===== config.mk =====
export PLATFORM = sky130hd
export DESIGN_NAME = muldiv_sequencer
export DESIGN_NICKNAME = d
export VERILOG_FILES = /design/src/rtl/muldiv_sequencer.sv
export SDC_FILE = /design/constraint.sdc
export NUM_CORES = 1
export LEC_CHECK = 0
export ABC_AREA = 1
export CORE_MARGIN = 1
export CORE_UTILIZATION = 41
export DETAILED_ROUTE_END_ITERATION = 8
export HOLD_SLACK_MARGIN = 0.03
export MAX_ROUTING_LAYER = met4
export PLACE_DENSITY = 0.79
export SYNTH_ARGS = -nofsm -noshare
export SYNTH_HDL_FRONTEND = slang
export SYNTH_SLANG_ARGS = --single-unit

===== constraint.sdc =====
create_clock -name clk -period 2 [get_ports clk]
set_input_delay 0.6 -clock clk [delete_from_list [all_inputs] [get_ports clk]]
set_output_delay 0.6 -clock clk [all_outputs]
set_load 0.01 [all_outputs]

===== src/rtl/muldiv_sequencer.sv =====
// Sequences the shared multiplier/divider for the multicycle control unit:
// issues init pulses, waits on done, commits HI/LO and flags div-by-zero or a hung unit.
module muldiv_sequencer #(
  parameter int TIMEOUT = 64,
  parameter int CNT_W   = 7
) (
  input  logic        clk,
  input  logic        reset,
  input  logic        start_mult,
  input  logic        start_div,
  input  logic [31:0] b_value,
  input  logic        abort,
  input  logic        mult_done,
  input  logic        div_done,
  output logic        init_mult,
  output logic        init_div,
  output logic        hi_write,
  output logic        lo_write,
  output logic        busy,
  output logic        op_done,
  output logic        div_by_zero,
  output logic        timeout_err
);

  typedef enum logic [3:0] {
    IDLE,
    ISSUE_M,
    ISSUE_D,
    WAIT_M,
    WAIT_D,
    WRITE,
    DONE,
    DZ,
    TMO
  } stateT;

  localparam logic [CNT_W-1:0] cntLast = CNT_W'(TIMEOUT - 1);
  localparam logic [CNT_W-1:0] cntMax  = '1;

  stateT            state;
  stateT            nextState;
  logic [CNT_W-1:0] waitCnt;
  logic             waitExpired;

  assign waitExpired = (waitCnt >= cntLast);

  // Next-state selection; abort overrides everything once an operation is in flight.
  always_comb begin
    nextState = state;
    unique case (state)
      IDLE: begin
        if (start_mult) begin
          nextState = ISSUE_M;
        end else if (start_div) begin
          nextState = (b_value == 32'd0) ? DZ : ISSUE_D;
        end
      end
      ISSUE_M: nextState = WAIT_M;
      ISSUE_D: nextState = WAIT_D;
      WAIT_M: begin
        if (mult_done) begin
          nextState = WRITE;
        end else if (waitExpired) begin
          nextState = TMO;
        end
      end
      WAIT_D: begin
        if (div_done) begin
          nextState = WRITE;
        end else if (waitExpired) begin
          nextState = TMO;
        end
      end
      WRITE:   nextState = DONE;
      DONE:    nextState = IDLE;
      DZ:      nextState = IDLE;
      TMO:     nextState = IDLE;
      default: nextState = IDLE;
    endcase
    if (abort && (state != IDLE)) begin
      nextState = IDLE;
    end
  end

  // State, wait counter and Moore outputs decoded from the state being entered.
  always_ff @(posedge clk) begin
    if (!reset) begin
      state       <= IDLE;
      waitCnt     <= '0;
      init_mult   <= 1'b0;
      init_div    <= 1'b0;
      hi_write    <= 1'b0;
      lo_write    <= 1'b0;
      busy        <= 1'b0;
      op_done     <= 1'b0;
      div_by_zero <= 1'b0;
      timeout_err <= 1'b0;
    end else begin
      state <= nextState;
      if ((state == WAIT_M) || (state == WAIT_D)) begin
        if (waitCnt != cntMax) begin
          waitCnt <= waitCnt + CNT_W'(1);
        end
      end else begin
        waitCnt <= '0;
      end
      init_mult   <= (nextState == ISSUE_M);
      init_div    <= (nextState == ISSUE_D);
      hi_write    <= (nextState == WRITE);
      lo_write    <= (nextState == WRITE);
      busy        <= (nextState != IDLE);
      op_done     <= (nextState == DONE);
      div_by_zero <= (nextState == DZ);
      timeout_err <= (nextState == TMO);
    end
  end

endmodule


# Yosys cells after proc, flatten, opt, wreduce, memory -nomap -nowiden
# Index checks and enable logic that the tools add are counted.
[totals]
ff_bits = 18
inputBits = 39
out_inout_bits = 8
[op_classes]
n_addsub = 1
order_cmp = 1
n_eq_ne = 12
muxes = 8
n_reduce_logical = 7
[op_table]
columns = ["cell", "count"]
rows = [
  ["$logic_not A32 Y1", 1],
  ["$mux W4", 6],
  ["$pmux W4 S6", 1],
  ["$eq A4 B3 Y1 const B", 5],
  ["$eq A4 B2 Y1 const B", 3],
  ["$eq A4 B1 Y1 const B", 2],
  ["$reduce_bool A4 Y1", 2],
  ["$add A7 B1 Y7 const B", 1],
  ["$ge A7 B6 Y1 const B", 1],
  ["$ne A7 B7 Y1 const B", 1],
  ["$eq A4 B4 Y1 const B", 1],
  ["$logic_not A4 Y1", 1],
  ["$mux W3", 1],
  ["$reduce_and A2 Y1", 1],
  ["$logic_and A1 B1 Y1", 1],
  ["$logic_or A1 B1 Y1", 1],
]

# Longest topological paths before layout
# Gate-level depths: netlist of the first run.
[depth]
ltp_word = 7
depth_mapped = 13
ltp_nobuf = 13

# Worst setup path after synthesis of the first run
# No wires, ideal clock.
[synth_timing]
path_type = "input-to-reg"
start = "input port b_value[31]"
end = "register busy"
setup_ps = 56
arrival_ps = 1484
required_time_ps = 1944
setup_slack_ps = 461
path_stages = 13
path_buffers = 0
cell_sequence = "nor2_1 nand2_1 nor2_1 nand2_1 o21ai_0 nand2_1 nand2_1 nand2_1 nand2_1 nand2_1 nand3_1 nand2_1 inv_1"
[synth_between]
elab_chain_len = 7
[synth_rtl]
columns = ["item", "line", "source"]
rows = [
  ["start: declaration", "11", "input logic [31:0] b_value,"],
  ["$logic_not A32 Y1", "55", "nextState = (b_value == 32'd0) ? DZ : ISSUE_D;"],
  ["$mux W3", "55", ""],
  ["$mux W4", "54", "end else if (start_div) begin"],
  ["$mux W4", "52", "if (start_mult) begin"],
  ["$pmux W4 S6", "50", "unique case (state)"],
  ["$mux W4", "80", "if (abort && (state != IDLE)) begin"],
  ["$reduce_bool A4 Y1", "111", "busy <= (nextState != IDLE);"],
  ["end signal: assignment", "111", ""],
  ["end: declaration", "19", "output logic busy,"],
]
# No other way between the ends.
# A chain may end at the register's enable or synchronous reset.

# Worst setup path in the final report of the first run
# Ends and elaborated chain as after synthesis.

==> impl_metrics.json, run 1 <==
{
  "rsz0062_at_grt": "false",
  "cts_buffers": 3,
  "ios": 47,
  "outcome": "finished, final reports clean",
  "dpl.hpwl_um": 2250,
  "yosysWarningCount": 0,
  "num-nets-final": 254,
  "gp_congestion": 0.779,
  "insertion_delay_ps": 290,
  "synthMuxAreaShare_pct": 0,
  "fin_crit_ps": 1810,
  "cp.required_ps": 2240,
  "synthAdderAreaFrac_pct": 1.22,
  "synth-simple-area-share_pct": 45.9,
  "drv_cap": 0,
  "drt-total-wl_um": 2700,
  "synth_top_family_by_area": "simple AND/OR/NAND/NOR gates",
  "drive_above_1_share_pct": 10.8,
  "placed_area_mm2": 0.00153,
  "critPathKind": "in2reg",
  "initial_core_util_pct": 45.1,
  "syn-instance-count": 162,
  "synth_fp_nets": 202,
  "ctsHoldBuffers": 0,
  "cts-resized-gates": 0,
  "p_leak_nw": 0.653,
  "ir_drop_uv": 882,
  "htree_num_levels": 1,
  "grt_pass1_vias": 1095,
  "antenna_found_initial": 0,
  "die_h_um": 52.1,
  "cp.arrival_ps": 2050,
  "grt_pass1_wl_um": 4430,
  "synth_area_mm2": 0.00103,
  "skew_ps": 4.25,
  "clk_pin_slew_ps": 100,
  "rows": 17,
  "path_cells": "clkdlybuf4s50_1 -> nor2_1 -> nand2_1 -> nor2_1 -> nand2_1 -> o21ai_0 -> nand2_1 -> nand2_1 -> nand2_1 -> nand2_1 -> nand2_1 -> nand3_1 -> nand2_1 -> inv_1",
  "vias": 1126,
  "wire_per_inst_um": 11.2,
  "fin_area_mm2": 0.00157,
  "post_cts_buffers": 0,
  "path_buf_inv": 2,
  "gr-total-overflow": 0,
  "setup_viol": 0,
  "drt.antenna.violating_nets": 0,
  "holdWs_ps": 498,
  "cp_slowest_cell": "clkdlybuf4s50_1",
  "maxSlewHeadroom_pct": 77.9,
  "die-area_mm2": 0.00271,
  "start_kind": "input pin",
  "synth.avg_cell_area_um2": 6.34,
  "coreArea_mm2": 0.00228,
  "numPortBuffers": 46,
  "finalHoldViolCount": 0,
  "antenna_cells": 0,
  "ctsRootBufferMaster": "clkbuf_4",
  "grt_start_max_net_pins": 11,
  "min_path_type": "reg2reg",
  "clock.fmax_mhz": 553,
  "drt_first_pass_iters": 4,
  "drc": 0,
  "synth-compound-area-share_pct": 6.94,
  "fill_cells": 192,
  "grt.total_usage_pct": 23.1,
  "worst_pin_slew_ps": 330,
  "fin_crit_sh_pct": 90.3,
  "end_kind": "register",
  "die_w_um": 52.1,
  "clk_path_buf_depth": 2,
  "synth-xor-area-share_pct": 1.71,
  "cts_sinks": 18,
  "cp_max_fo": 3,
  "p_per_area_mw_per_mm2": 794,
  "area_growth_pct": 52.5,
  "synth_seq_area_share_pct": 35.1,
  "yosysUniqueCellTypes": 24,
  "ys_ff_latch": 18,
  "vias_per_cell": 4.67,
  "cp_top_family": "simple AND/OR/NAND/NOR gates",
  "cts_tree": "done",
  "slowest_delay_ps": 410,
  "report.final.slew_viol_count": 0,
  "first_iter_violations": 17,
  "cpMostUsedCell": "nand2_1"
}
==> metrics by stage <==
| step | total power [mW] | setup slack, ps | instances | TNS, ps | utilization, % |
|---|---|---|---|---|---|
| 6_report | 1.24 | 193 | 241 | 0 | 68.8 |
| 5_1_grt | 1.34 | 17.9 | 241 | 0 | 68.8 |
| 4_1_cts | 1.25 | 181 | 241 | 0 | 68.8 |
| 3_5_place_dp | 1.03 | -127 | 237 | -442 | 67.2 |
| 3_3_place_gp | 1.02 | -83.1 | 237 | -159 | 67.2 |
| 2_1_floorplan | 0.823 | 461 | 162 | 0 | - |
==> metal layers <==
layer | vias up | track usage (%) | wire [µm]
met1 | 500 | 23.1 | 1130
met5 | - | - | 0
met2 | 21 | 42.9 | 1450
li1 | 603 | - | -
met3 | 2 | 7.02 | 106
met4 | 0 | 5.86 | 12
==> flip-flops by register name, summed over array words and instances, names as in the netlist <==
register and cells:
timeout_err 1, state 4, init_div 1, waitCnt 7
op_done 1, init_mult 1, busy 1, lo_write 1
div_by_zero 1
==> logic make-up after synthesis <==
kind of cell / after synthesis
AND/OR/NAND/NOR: 106
buffers and inverters: 24
flip-flops: 18
AO/OA/AOI/OAI: 11
XOR/XNOR: 2
adder cells (fa/ha/maj): 1
==> synth_stat cells, drive strengths merged <==
library cell / number / share of area [%]
inv: 22 / 8.0
or2: 1 / 0.61
nor3: 5 / 3.9
buf: 1 / 0.73
xnor2: 1 / 0.85
o22ai: 1 / 1.2
dfxtp: 18 / 35
nand3: 9 / 5.4
clkinv: 1 / 0.37
nor2: 45 / 17
o21ai: 3 / 1.5
a21oi: 5 / 2.4
nand2: 43 / 16
a21boi: 1 / 1.1
xor2: 1 / 0.85
o211ai: 1 / 0.73
nand4: 3 / 2.4
ha: 1 / 1.2
==> cell type report <==
| class | count | area (µm²) | area share [%] |
|---|---|---|---|
| Sequential cell | 18 | 360 | 23.0 |
| Timing Repair Buffer | 48 | 475 | 30.4 |
| Inverter | 23 | 86.3 | 5.51 |
| Clock buffer | 4 | 36.3 | 2.32 |
| Tap cell | 28 | 35.0 | 2.24 |
| Multi-Input combinational cell | 120 | 573 | 36.6 |
==> report_power, final <==
part / switching [mW] / internal, mW / total (mW)
Combinational: 0.313 / 0.252 / 0.566
Sequential: 0.0428 / 0.414 / 0.456
Clock: 0.110 / 0.111 / 0.221
==> worst min-delay path, stage by stage, from the launching register on <==
cell	delay, ps
dfxtp_1	340
nand2_1	70
a21oi_1	60
==> placed cells by master, fill, tap and decap left out, types with 2 or more instances in the layout <==
| master | count |
|---|---|
| nor3_2 | 3 |
| inv_2 | 2 |
| buf_4 | 2 |
| a21oi_1 | 5 |
| nor2_2 | 4 |
| nor3_1 | 2 |
| clkdlybuf4s50_1 | 46 |
| nand3_1 | 7 |
| inv_1 | 20 |
| nand2_2 | 2 |
| dfxtp_1 | 18 |
| o21ai_0 | 3 |
| nand2_1 | 41 |
| nor2_1 | 41 |
| nand4_1 | 2 |
| clkbuf_4 | 3 |
| nand3_2 | 2 |
==> final timing paths <==
check | start | end | slack [ps] | depth (start not counted)
setup / recovery | b_value[31] | busy | 190 | 14
hold / removal | waitCnt[1] | waitCnt[1] | 500 | 2
setup reg to reg | waitCnt[0] | busy | 320 | 12
hold reg to reg | waitCnt[1] | waitCnt[1] | 500 | 2
(Power assumes the default switching activity.)
==> inputs of run 2 (changes only) <==
Settings changed: CORE_UTILIZATION 41 to 42, CTS_BUF_LIST set to sky130_fd_sc_hd__clkbuf_2, PLACE_DENSITY 0.79 to 0.81.
==> run 2 against run 1 <==
Effect of this change: sequential share of layout area is 0.26 points higher; register-to-register slack worse by 20 ps; hold slack better by 9.4 ps; critical endpoint unchanged; largest cell class unchanged; largest power group unchanged.
==> impl_metrics.json, run 2 (synthesis results as in run 1) <==
{
  "outcome": "finished, final reports clean",
  "multiInputGateArea_um2": 573,
  "worst_pin_slew_ps": 320,
  "p_leak_nw": 0.646,
  "drv_cap": 0,
  "first_iter_violations": 16,
  "cpMostUsedCell": "nand2_1",
  "cp_top_family": "simple AND/OR/NAND/NOR gates",
  "clock_power_share_pct": 13.1,
  "p_int_uw": 710,
  "ctsRootBufferMaster": "clkbuf_2",
  "p_per_area_mw_per_mm2": 763,
  "num-nets-final": 254,
  "fin_crit_ps": 1800,
  "clk_path_buf_depth": 2,
  "cp_max_fo": 3,
  "final_common_cell": "clkdlybuf4s50_1",
  "end_kind": "register",
  "dpl.hpwl_um": 2060,
  "grt_start_max_net_pins": 11,
  "seqCellArea_um2": 360,
  "die-area_mm2": 0.00265,
  "cts-resized-gates": 0,
  "seqPwrFrac_pct": 38.5,
  "layout_common_cells": "clkdlybuf4s50_1 (46), nand2_1 (41), nor2_1 (41)",
  "pwr-share-comb_pct": 48.4,
  "gp_congestion": 0.816,
  "ctsHoldBuffers": 0,
  "cp_slowest_cell": "clkdlybuf4s50_1",
  "drc": 0,
  "cts_tree": "done",
  "drt_first_pass_iters": 4,
  "maxSlewHeadroom_pct": 78.6,
  "layout.cells.non_filler": 241,
  "drive_above_1_share_pct": 10.3,
  "worst_slack_ps": 201,
  "ir_drop_uv": 738,
  "place_ws_ps": -112,
  "report.final.slew_viol_count": 0,
  "die_w_um": 51.5,
  "antenna_found_initial": 0,
  "vias": 1108,
  "fill_cells": 202,
  "clk_pin_slew_ps": 170,
  "holdWs_ps": 508,
  "critPathKind": "in2reg",
  "skew_ps": 2.59,
  "cts_buffers": 3,
  "grt_pass1_wl_um": 4260,
  "drt.antenna.violating_nets": 0,
  "min_path_type": "reg2reg",
  "gr-total-overflow": 0,
  "setup_tns_ps": 0,
  "rows": 17,
  "fin_crit_sh_pct": 90.0,
  "clock.fmax_mhz": 556,
  "dp.cells": 237,
  "post_cts_buffers": 0,
  "max_flop_register": "waitCnt",
  "cp.arrival_ps": 2060,
  "placed_area_mm2": 0.00153,
  "final_util_pct": 68.7,
  "coreArea_mm2": 0.00225,
  "area_growth_pct": 50.8,
  "initial_core_util_pct": 45.6,
  "numPortBuffers": 46,
  "cp.required_ps": 2260,
  "rsz0062_at_grt": "false",
  "slowest_delay_ps": 400,
  "cts_sinks": 18,
  "htree_num_levels": 1,
  "top_regs": "waitCnt (7), state (4)",
  "grt_pass1_vias": 1100,
  "wire_per_inst_um": 9.98,
  "start_kind": "input pin",
  "setup_viol": 0,
  "insertion_delay_ps": 290,
  "antenna_cells": 0,
  "largest_reg_flops": 7,
  "finalHoldViolCount": 0,
  "power.total_mw": 1.18,
  "vias_per_cell": 4.60,
  "path_buf_inv": 2,
  "p_sw_uw": 472,
  "swShare_pct": 39.9,
  "die_h_um": 51.5,
  "fin_area_mm2": 0.00155,
  "drt-total-wl_um": 2410,
  "grt.total_usage_pct": 21.8,
  "path_cells": "clkdlybuf4s50_1 -> nor2_1 -> nand2_1 -> nor2_1 -> nand2_1 -> o21ai_0 -> nand2_1 -> nand2_1 -> nand2_1 -> nand2_1 -> nand2_1 -> nand3_1 -> nand2_1 -> inv_1",
  "ios": 47
}
[run 2: final cells by class]
type / instances / share of cell area, %
clock buffer: 3 / 0.969
inverter: 23 / 5.57
multi-input combinational: 120 / 37.0
timing repair buffer: 48 / 30.7
clock inverter: 1 / 0.242
sequential: 18 / 23.3
tap: 28 / 2.26
[run 2: power groups by stage]
| stage | registers [mW] | logic (mW) | clock network (mW) |
|---|---|---|---|
| 6_report | 0.454 | 0.572 | 0.155 |
| 5_1_grt | 0.461 | 0.643 | 0.176 |
| 4_1_cts | 0.454 | 0.573 | 0.155 |
| 3_5_place_dp | 0.461 | 0.570 | 0 |
| 3_3_place_gp | 0.459 | 0.558 | 0 |
| 2_1_floorplan | 0.467 | 0.356 | 0 |
[run 2: worst paths after layout]
kind	startpoint	end	slack, ps	depth (start not counted)
max	b_value[23]	busy	200	14
min	waitCnt[1]	waitCnt[1]	510	2
max reg2reg	waitCnt[0]	busy	300	10
min reg2reg	waitCnt[1]	waitCnt[1]	510	2
[run 2: worst register-to-register path, stage by stage (launching register included)]
cell	delay (ps)
dfxtp_1	370
ha_1	210
nand2_1	110
nor2_2	60
nor2_2	130
nand2_2	100
o211ai_1	250
a21boi_2	220
nand3_1	80
nand2_1	60
inv_1	40
[run 2: per-layer routing]
metal  share of wire (%)  global-route usage [%]  up-vias
li1                    -                       -      606
met1                  46                    23.7      483
met2                  50                    38.5       17
met3                 4.3                    6.85        2
met4                0.33                    4.95        0
met5                   0                       -        -
==> inputs of run 3 (changes only) <==
Settings changed: REMOVE_ABC_BUFFERS set to 1.
==> run 3 against run 2 <==
Effect of this change: sequential cell count unchanged; via count increased by 3.9%; clock skew is 2.7 ps higher; non-clock buffer count is the same; first-iteration DRC count rose to 2.9 times the previous value; combinational power about the same; worst setup slack got worse by 37 ps; register-to-register slack improved by 40 ps; cell area unchanged; sequential power about the same.
==> impl_metrics.json, run 3 (synthesis results as in run 1) <==
{
  "ff2ff_path_depth": 10,
  "cp_top_family": "simple AND/OR/NAND/NOR gates",
  "fin_crit_ps": 1840,
  "die_h_um": 51.5,
  "ctsHoldBuffers": 0,
  "slowest_delay_ps": 400,
  "grt_start_max_net_pins": 11,
  "die_w_um": 51.5,
  "insertion_delay_ps": 300,
  "vias_per_cell": 4.78,
  "final_common_cell": "clkdlybuf4s50_1",
  "drive_above_1_share_pct": 10.3,
  "critPathKind": "in2reg",
  "top_regs": "waitCnt (7), state (4)",
  "drt_first_pass_iters": 7,
  "outcome": "finished, final reports clean",
  "cts-resized-gates": 0,
  "antenna_cells": 0,
  "path_cells": "clkdlybuf4s50_1 -> nor2_1 -> nand2_1 -> nor2_1 -> nand2_1 -> o21ai_0 -> nand2_1 -> nand2_1 -> nand2_1 -> nand2_1 -> nand3_1 -> nor3_1",
  "p_leak_nw": 0.646,
  "holdWs_ps": 501,
  "start_kind": "input pin",
  "maxSlewHeadroom_pct": 78.3,
  "cpMostUsedCell": "nand2_1",
  "cts_tree": "done",
  "drc": 0,
  "rows": 17,
  "whs_path_depth": 2,
  "area_growth_pct": 50.8,
  "clk_path_buf_depth": 2,
  "grt.total_usage_pct": 22.2,
  "report.final.slew_viol_count": 0,
  "drt.antenna.violating_nets": 0,
  "setup_tns_ps": 0,
  "grt_pass1_wl_um": 4310,
  "layout_common_cells": "clkdlybuf4s50_1 (46), nand2_1 (41), nor2_1 (41)",
  "r2r_end": "busy",
  "cts_sinks": 18,
  "finalHoldViolCount": 0,
  "ctsRootBufferMaster": "clkbuf_2",
  "holdPathEnd": "waitCnt[1]",
  "initial_core_util_pct": 45.6,
  "dpl.hpwl_um": 2190,
  "p_per_area_mw_per_mm2": 762,
  "vias": 1151,
  "gr-total-overflow": 0,
  "ios": 47,
  "largest_reg_flops": 7,
  "min_from": "waitCnt[1]",
  "first_iter_violations": 47,
  "drt-total-wl_um": 2570,
  "worst_pin_slew_ps": 324,
  "post_cts_buffers": 0,
  "die-area_mm2": 0.00265,
  "regToRegSetupSlack_ps": 340,
  "fin_crit_sh_pct": 91.8,
  "wire_per_inst_um": 10.7,
  "numPortBuffers": 46,
  "cp_num_cells": 12,
  "setup_viol": 0,
  "power.total_mw": 1.18,
  "gp_congestion": 0.813,
  "drv_cap": 0,
  "skew_ps": 5.31,
  "coreArea_mm2": 0.00225,
  "placed_area_mm2": 0.00153,
  "clk_pin_slew_ps": 170,
  "num-nets-final": 254,
  "fin_area_mm2": 0.00155,
  "clock.fmax_mhz": 545,
  "cts_buffers": 3,
  "antenna_found_initial": 0,
  "cp_slowest_cell": "clkdlybuf4s50_1",
  "path_buf_inv": 1,
  "cp_max_fo": 2,
  "ir_drop_uv": 628,
  "min_path_type": "reg2reg",
  "max_flop_register": "waitCnt",
  "rsz0062_at_grt": "false",
  "cp.required_ps": 2240,
  "cp.arrival_ps": 2070,
  "r2r_start": "waitCnt[0]",
  "grt_pass1_vias": 1047,
  "end_kind": "register",
  "htree_num_levels": 1
}
## run 3: worst max path at each step
stage	from	end	slack, ps
after floorplan	b_value[31]	busy	460
after global placement	b_value[15]	lo_write	-120
after detailed placement	b_value[15]	lo_write	-200
after CTS	b_value[15]	lo_write	130
after global routing	b_value[15]	lo_write	10
final	b_value[15]	lo_write	160
## run 3: worst min-delay path, stage by stage, from the launching register on
cell	delay (ps)
dfxtp_1	360
nand2_1	70
a21oi_1	50
## run 3: final cells by class
type                    count  area, µm²
clock buffers               3       15.0
multi-input cells         120        573
repair buffers             48        475
inverters                  23       86.3
well taps                  28       35.0
clock inverters             1       3.75
flip-flops and latches     18        360
fillers                   195        706
## run 3: report_power, final
group | switching, mW | leakage (nW) | total [mW] | internal, mW
clock network | 0.113 | 0.0140 | 0.156 | 0.0435
registers | 0.0406 | 0.146 | 0.454 | 0.414
logic | 0.318 | 0.486 | 0.571 | 0.252
## run 3: metrics by stage
step,setup WS [ps],cells,util (%)
after CTS,128,241,68.7
after detailed placement,-205,237,67.9
after global routing,10.1,241,68.7
after global placement,-115,237,67.9
after floorplan,461,161,-
final,164,241,68.7
## run 3: routing by layer
layer | share of wire [%] | vias to the layer above | global-route usage [%]
met3 | 5.9 | 2 | 5.06
met2 | 50 | 35 | 37.9
met1 | 44 | 508 | 26.4
met5 | 0 | - | -
li1 | - | 606 | -
met4 | 0.16 | 0 | 4.95
==> patch 1, RTL diff (flow settings as in run 3) <==
Re-encode `stateT` (9 states) as one-hot, 9 bits wide.
--- a/src/rtl/muldiv_sequencer.sv
+++ b/src/rtl/muldiv_sequencer.sv
@@ -22,16 +22,16 @@
   output logic        timeout_err
 );
 
-  typedef enum logic [3:0] {
-    IDLE,
-    ISSUE_M,
-    ISSUE_D,
-    WAIT_M,
-    WAIT_D,
-    WRITE,
-    DONE,
-    DZ,
-    TMO
+  typedef enum logic [8:0] {
+    IDLE    = 9'b000000001,
+    ISSUE_M = 9'b000000010,
+    ISSUE_D = 9'b000000100,
+    WAIT_M  = 9'b000001000,
+    WAIT_D  = 9'b000010000,
+    WRITE   = 9'b000100000,
+    DONE    = 9'b001000000,
+    DZ      = 9'b010000000,
+    TMO     = 9'b100000000
   } stateT;
 
   localparam logic [CNT_W-1:0] cntLast = CNT_W'(TIMEOUT - 1);
Function: no difference found for any inputs over 10 cycles, from zero or initial values and one cycle with reset low; not proved beyond that.
==> patch 1 against run 3 <==
Register-to-register slack hardly changed. First-iteration DRC count is 30% higher. Sequential power is 8.4% higher. Non-clock buffer count is 2 lower. Synthesized area is 28% higher. Critical path depth is 11 lower. Routed wire length is 15% higher. Via count is 23% higher. Worst setup slack worse by 0.0055 ns. Design area is 18% higher. Sequential cell count is 5 higher. Power is 20% lower. Critical endpoint is now hi_write. Largest power group is now sequential cells.
==> patch 1: results (changes against run 3) <==
Route
  • DR WL/cell: 10.5 microns (-1.7%)
  • Drt first pass iters: 4 (-3)

Global route
  • Met2 Resource Use GR: 0.351 (-0.0274)
  • Vias in the first global route: 1279 (+22%)
  • GRT Total Usage: 0.200 (-0.0222)
  • Largest net degree at the start of global routing: 13 (+2)
  • Global-route wire length before repair: 5180 microns (+20%)

Synth
  • Post-synthesis sequential area ratio: 0.349 (-0.00131)
  • Post-Synthesis Cells: 202 (+25%)
  • Top post-synthesis cells by area: dfxtp_1 35%, nor2_1 13%, nand2_1 13%
  • Synth top cells by count: 47 x nor2_1, 46 x nand2_1, 24 x inv_1, 23 x dfxtp_1, 12 x nand3_1

Finish
  • Share of cells above drive strength 1: 0.0720 (-0.0313)
  • Top flop regs: state x9, waitCnt x7
  • Area Overhead vs Synth: 38.6%

Power
  • Comb. pwr: 0.000266 W (-53%)
  • Sequential share of power: 0.521 (+0.136)
  • Net switching power: 0.000281 W (-40%)
  • Leakage: 0.747 nW (+16%)
  • Comb power frac: 0.282 (-0.201)

Setup path
  • Largest stage delay, worst path: 0.54 ns (+0.14 ns)

Placed design
  • Final Wtd Congestion: 0.839 (+3.1%)
  • Placed cells: 277 (+17%)
  • Placed Area: 1810 sq um (+18%)
  • Post-place setup slack: 0.0236 ns (+0.228 ns)

Clock network
  • Clock latency on the worst-skew pair: 0.33 ns (+0.03 ns)

Status
  • Outcome: complete, no violations
patch 1: cell types whose count changed after synthesis, moves of 3 or more:
cell,before,now
nor3_1,2,7
nand4_1,2,9
nand2_1,41,46
nor2_4,0,4
nor3_2,3,0
nor2_1,41,47
nand3_1,7,12
dfxtp_1,18,23
inv_1,20,24
patch 1: logic make-up (layout without fill, tap and decap cells):
kind of cell / after synthesis / after routing / share of synthesized area
adders and majority gates: 1 / 1 / 0.00950
xor gates and xnor gates: 1 / 1 / 0.00665
AOI/OAI and AO/OA: 13 / 13 / 0.0579
buffers and inverters: 27 / 75 / 0.0798
DFF: 23 / 23 / 0.349
and+or+nand+nor: 137 / 137 / 0.497
patch 1: per-layer routing:
layer | vias up | wire, microns
met2 | 41 | 1470
met1 | 622 | 1330
met5 | - | 0
li1 | 743 | -
met3 | 5 | 126
met4 | 0 | 17
patch 1: final timing paths:
check	startpoint	end	cells past startpoint
hold / removal	waitCnt[5]$_SDFFE_PN0P_	waitCnt[5]$_SDFFE_PN0P_	2
hold reg to reg	waitCnt[5]$_SDFFE_PN0P_	waitCnt[5]$_SDFFE_PN0P_	2
setup / recovery	lo_write$_SDFF_PN0_	hi_write	1
setup reg to reg	waitCnt[0]$_SDFFE_PN0P_	lo_write$_SDFF_PN0_	12
patch 1: final cells by class:
type | count | area share
multi-input combinational | 152 | 0.412
inverter | 25 | 0.0514
clock buffer | 4 | 0.0110
sequential | 23 | 0.252
tap | 31 | 0.0212
timing repair buffer | 46 | 0.252
==> patch 2, RTL diff (settings of run 3) <==
Made on the original files. Change the parameter `CNT_W` from 7 to 6.
--- a/src/rtl/muldiv_sequencer.sv
+++ b/src/rtl/muldiv_sequencer.sv
@@ -2,7 +2,7 @@
 // issues init pulses, waits on done, commits HI/LO and flags div-by-zero or a hung unit.
 module muldiv_sequencer #(
   parameter int TIMEOUT = 64,
-  parameter int CNT_W   = 7
+  parameter int CNT_W   = 6
 ) (
   input  logic        clk,
   input  logic        reset,
Formal check against the unedited RTL: no difference found for any inputs over 10 cycles, from zero or initial values and one cycle with reset low; that may be too few to reach the edited logic, so the function may still have changed.
==> patch 2 against run 3 <==
Sequential share of layout area is essentially flat. Routed wire length shrank 8.5%. Clock skew shrank 0.0025 ns. First-iteration DRC count shrank 34%. Worst setup slack gained 0.043 ns. Critical path type is now reg2out. Sequential power shrank 2%. Critical path depth shrank 11. Power shrank 5.7%. Synthesized area shrank 8.3%. Non-clock buffer count grew 1. Design area shrank 5.7%. Sequential cell count shrank 1.
==> patch 2: results (changes against run 3) <==
Hold path
  • Hold path startpoint: waitCnt[1]$_SDFFE_PN0N_
  • Hold Path Class: reg2reg

Setup path
  • Worst path top cell family by delay: buffers and inverters
  • Largest stage delay, worst path: 0.55 ns (+0.15 ns)
  • CP max FO: 1 (-1)
  • Reg2Reg Launch Point: waitCnt[0]$_SDFFE_PN0N_
  • Critical path arrival: 1.19 ns (-0.88 ns)
  • Worst setup path startpoint: div_by_zero$_SDFF_PN0_

Synth
  • Synth top cells by count: 43 x nor2_1, 24 x nand2_1, 17 x dfxtp_1, 9 x inv_1, 5 x inv_2
  • Async SR Flop Fraction: 0 (unchanged)
  • Top post-synthesis cells by area: dfxtp_1 36%, nor2_1 17%, nand2_1 9.6%
  • Yosys cell types: 30 (+25%)
  • Post-synthesis sequential area ratio: 0.361 (+0.0104)
  • Syn Area/Cell: 6.78 sq um (+6.9%)

Floorplanning
  • Row count: 16 (-1)

Finish
  • Final layout net count: 231 (-9.1%)
  • Share of cells above drive strength 1: 0.121 (+0.0178)
  • Finished Layout Cells: 217 (-10%)
  • Top flop regs: waitCnt x6, state x4

Route
  • Drt first pass iters: 4 (-3)
  • Vias per cell: 4.82 (+0.83%)
  • 1st-iter DRT viols: 31 (-34%)
  • Drt total wl: 2350 microns (-8.5%)

Power
  • Leakage: 0.595 nW (-8.0%)
  • Max rail drop VDD: 495 uV (-21%)

Placed design
  • Placed cells: 213 (-10%)
  • HPWL after DPL: 2080 microns (-5.0%)
  • Final Wtd Congestion: 0.830 (+2.1%)

Status
  • Outcome: complete, no violations

Global route
  • Global-route wire length before repair: 4040 microns (-6.2%)
  • GRT Total Usage: 0.220 (-0.00196)

Clock network
  • PostCTS Resize Cnt: 0 (unchanged)

Timing
  • Relative slew slack: 0.589 (-0.194)
  • Skew final: 0.00277 ns (-0.00254 ns)
-- patch 2: cell count changes after synthesis, sizes merged, moves of 2 or more --
cell   before  now
nand3       9    7
inv        22   14
nand2      43   28
o21ai       3    6
-- patch 2: layout make-up --
type / instances / area [sq um]
Clock buffer: 3 / 15.0
Tap cell: 27 / 33.8
Inverter: 14 / 52.6
Sequential cell: 17 / 340
Fill cell: 178 / 582
Clock inverter: 1 / 5.00
Multi-Input combinational cell: 106 / 531
Timing Repair Buffer: 49 / 483
-- patch 2: metrics by stage --
stage               instance area, sq um  hold WS, ns  setup WS (ns)  power [W]
CTS                                 1460        0.505          0.190    0.00112
detailed placement                  1440        0.483         -0.106   0.000963
floorplan                            923        0.461          0.404   0.000741
global route                        1460        0.551         0.0554    0.00118
global placement                    1440        0.470        -0.0618   0.000946
finish                              1460        0.504          0.207    0.00111
-- patch 2: metal layers --
metal / track usage / wire [microns]
met5: - / 0
met4: 0.0686 / 23
met3: 0.0467 / 135
met2: 0.420 / 1240
met1: 0.218 / 948
-- patch 2: final timing paths --
check                                  to  slack [ns]  depth (start not counted)
setup / recovery              div_by_zero        0.21                          1
hold / removal    waitCnt[1]$_SDFFE_PN0N_        0.50                          2
setup reg to reg          busy$_SDFF_PN0_        0.21                         12
hold reg to reg   waitCnt[1]$_SDFFE_PN0N_        0.50                          2
-- patch 2: report_power, final --
part           switching, W  internal, W
registers         0.0000500     0.000394
clock network      0.000109    0.0000453
logic              0.000266     0.000249
-- patch 2: logic make-up after synthesis --
group	share of synthesized area
flops	0.361
compound gates	0.0903
xor+xnor	0.0279
fa+ha+maj	0.0133
buf+inv	0.0757
simple gates	0.432
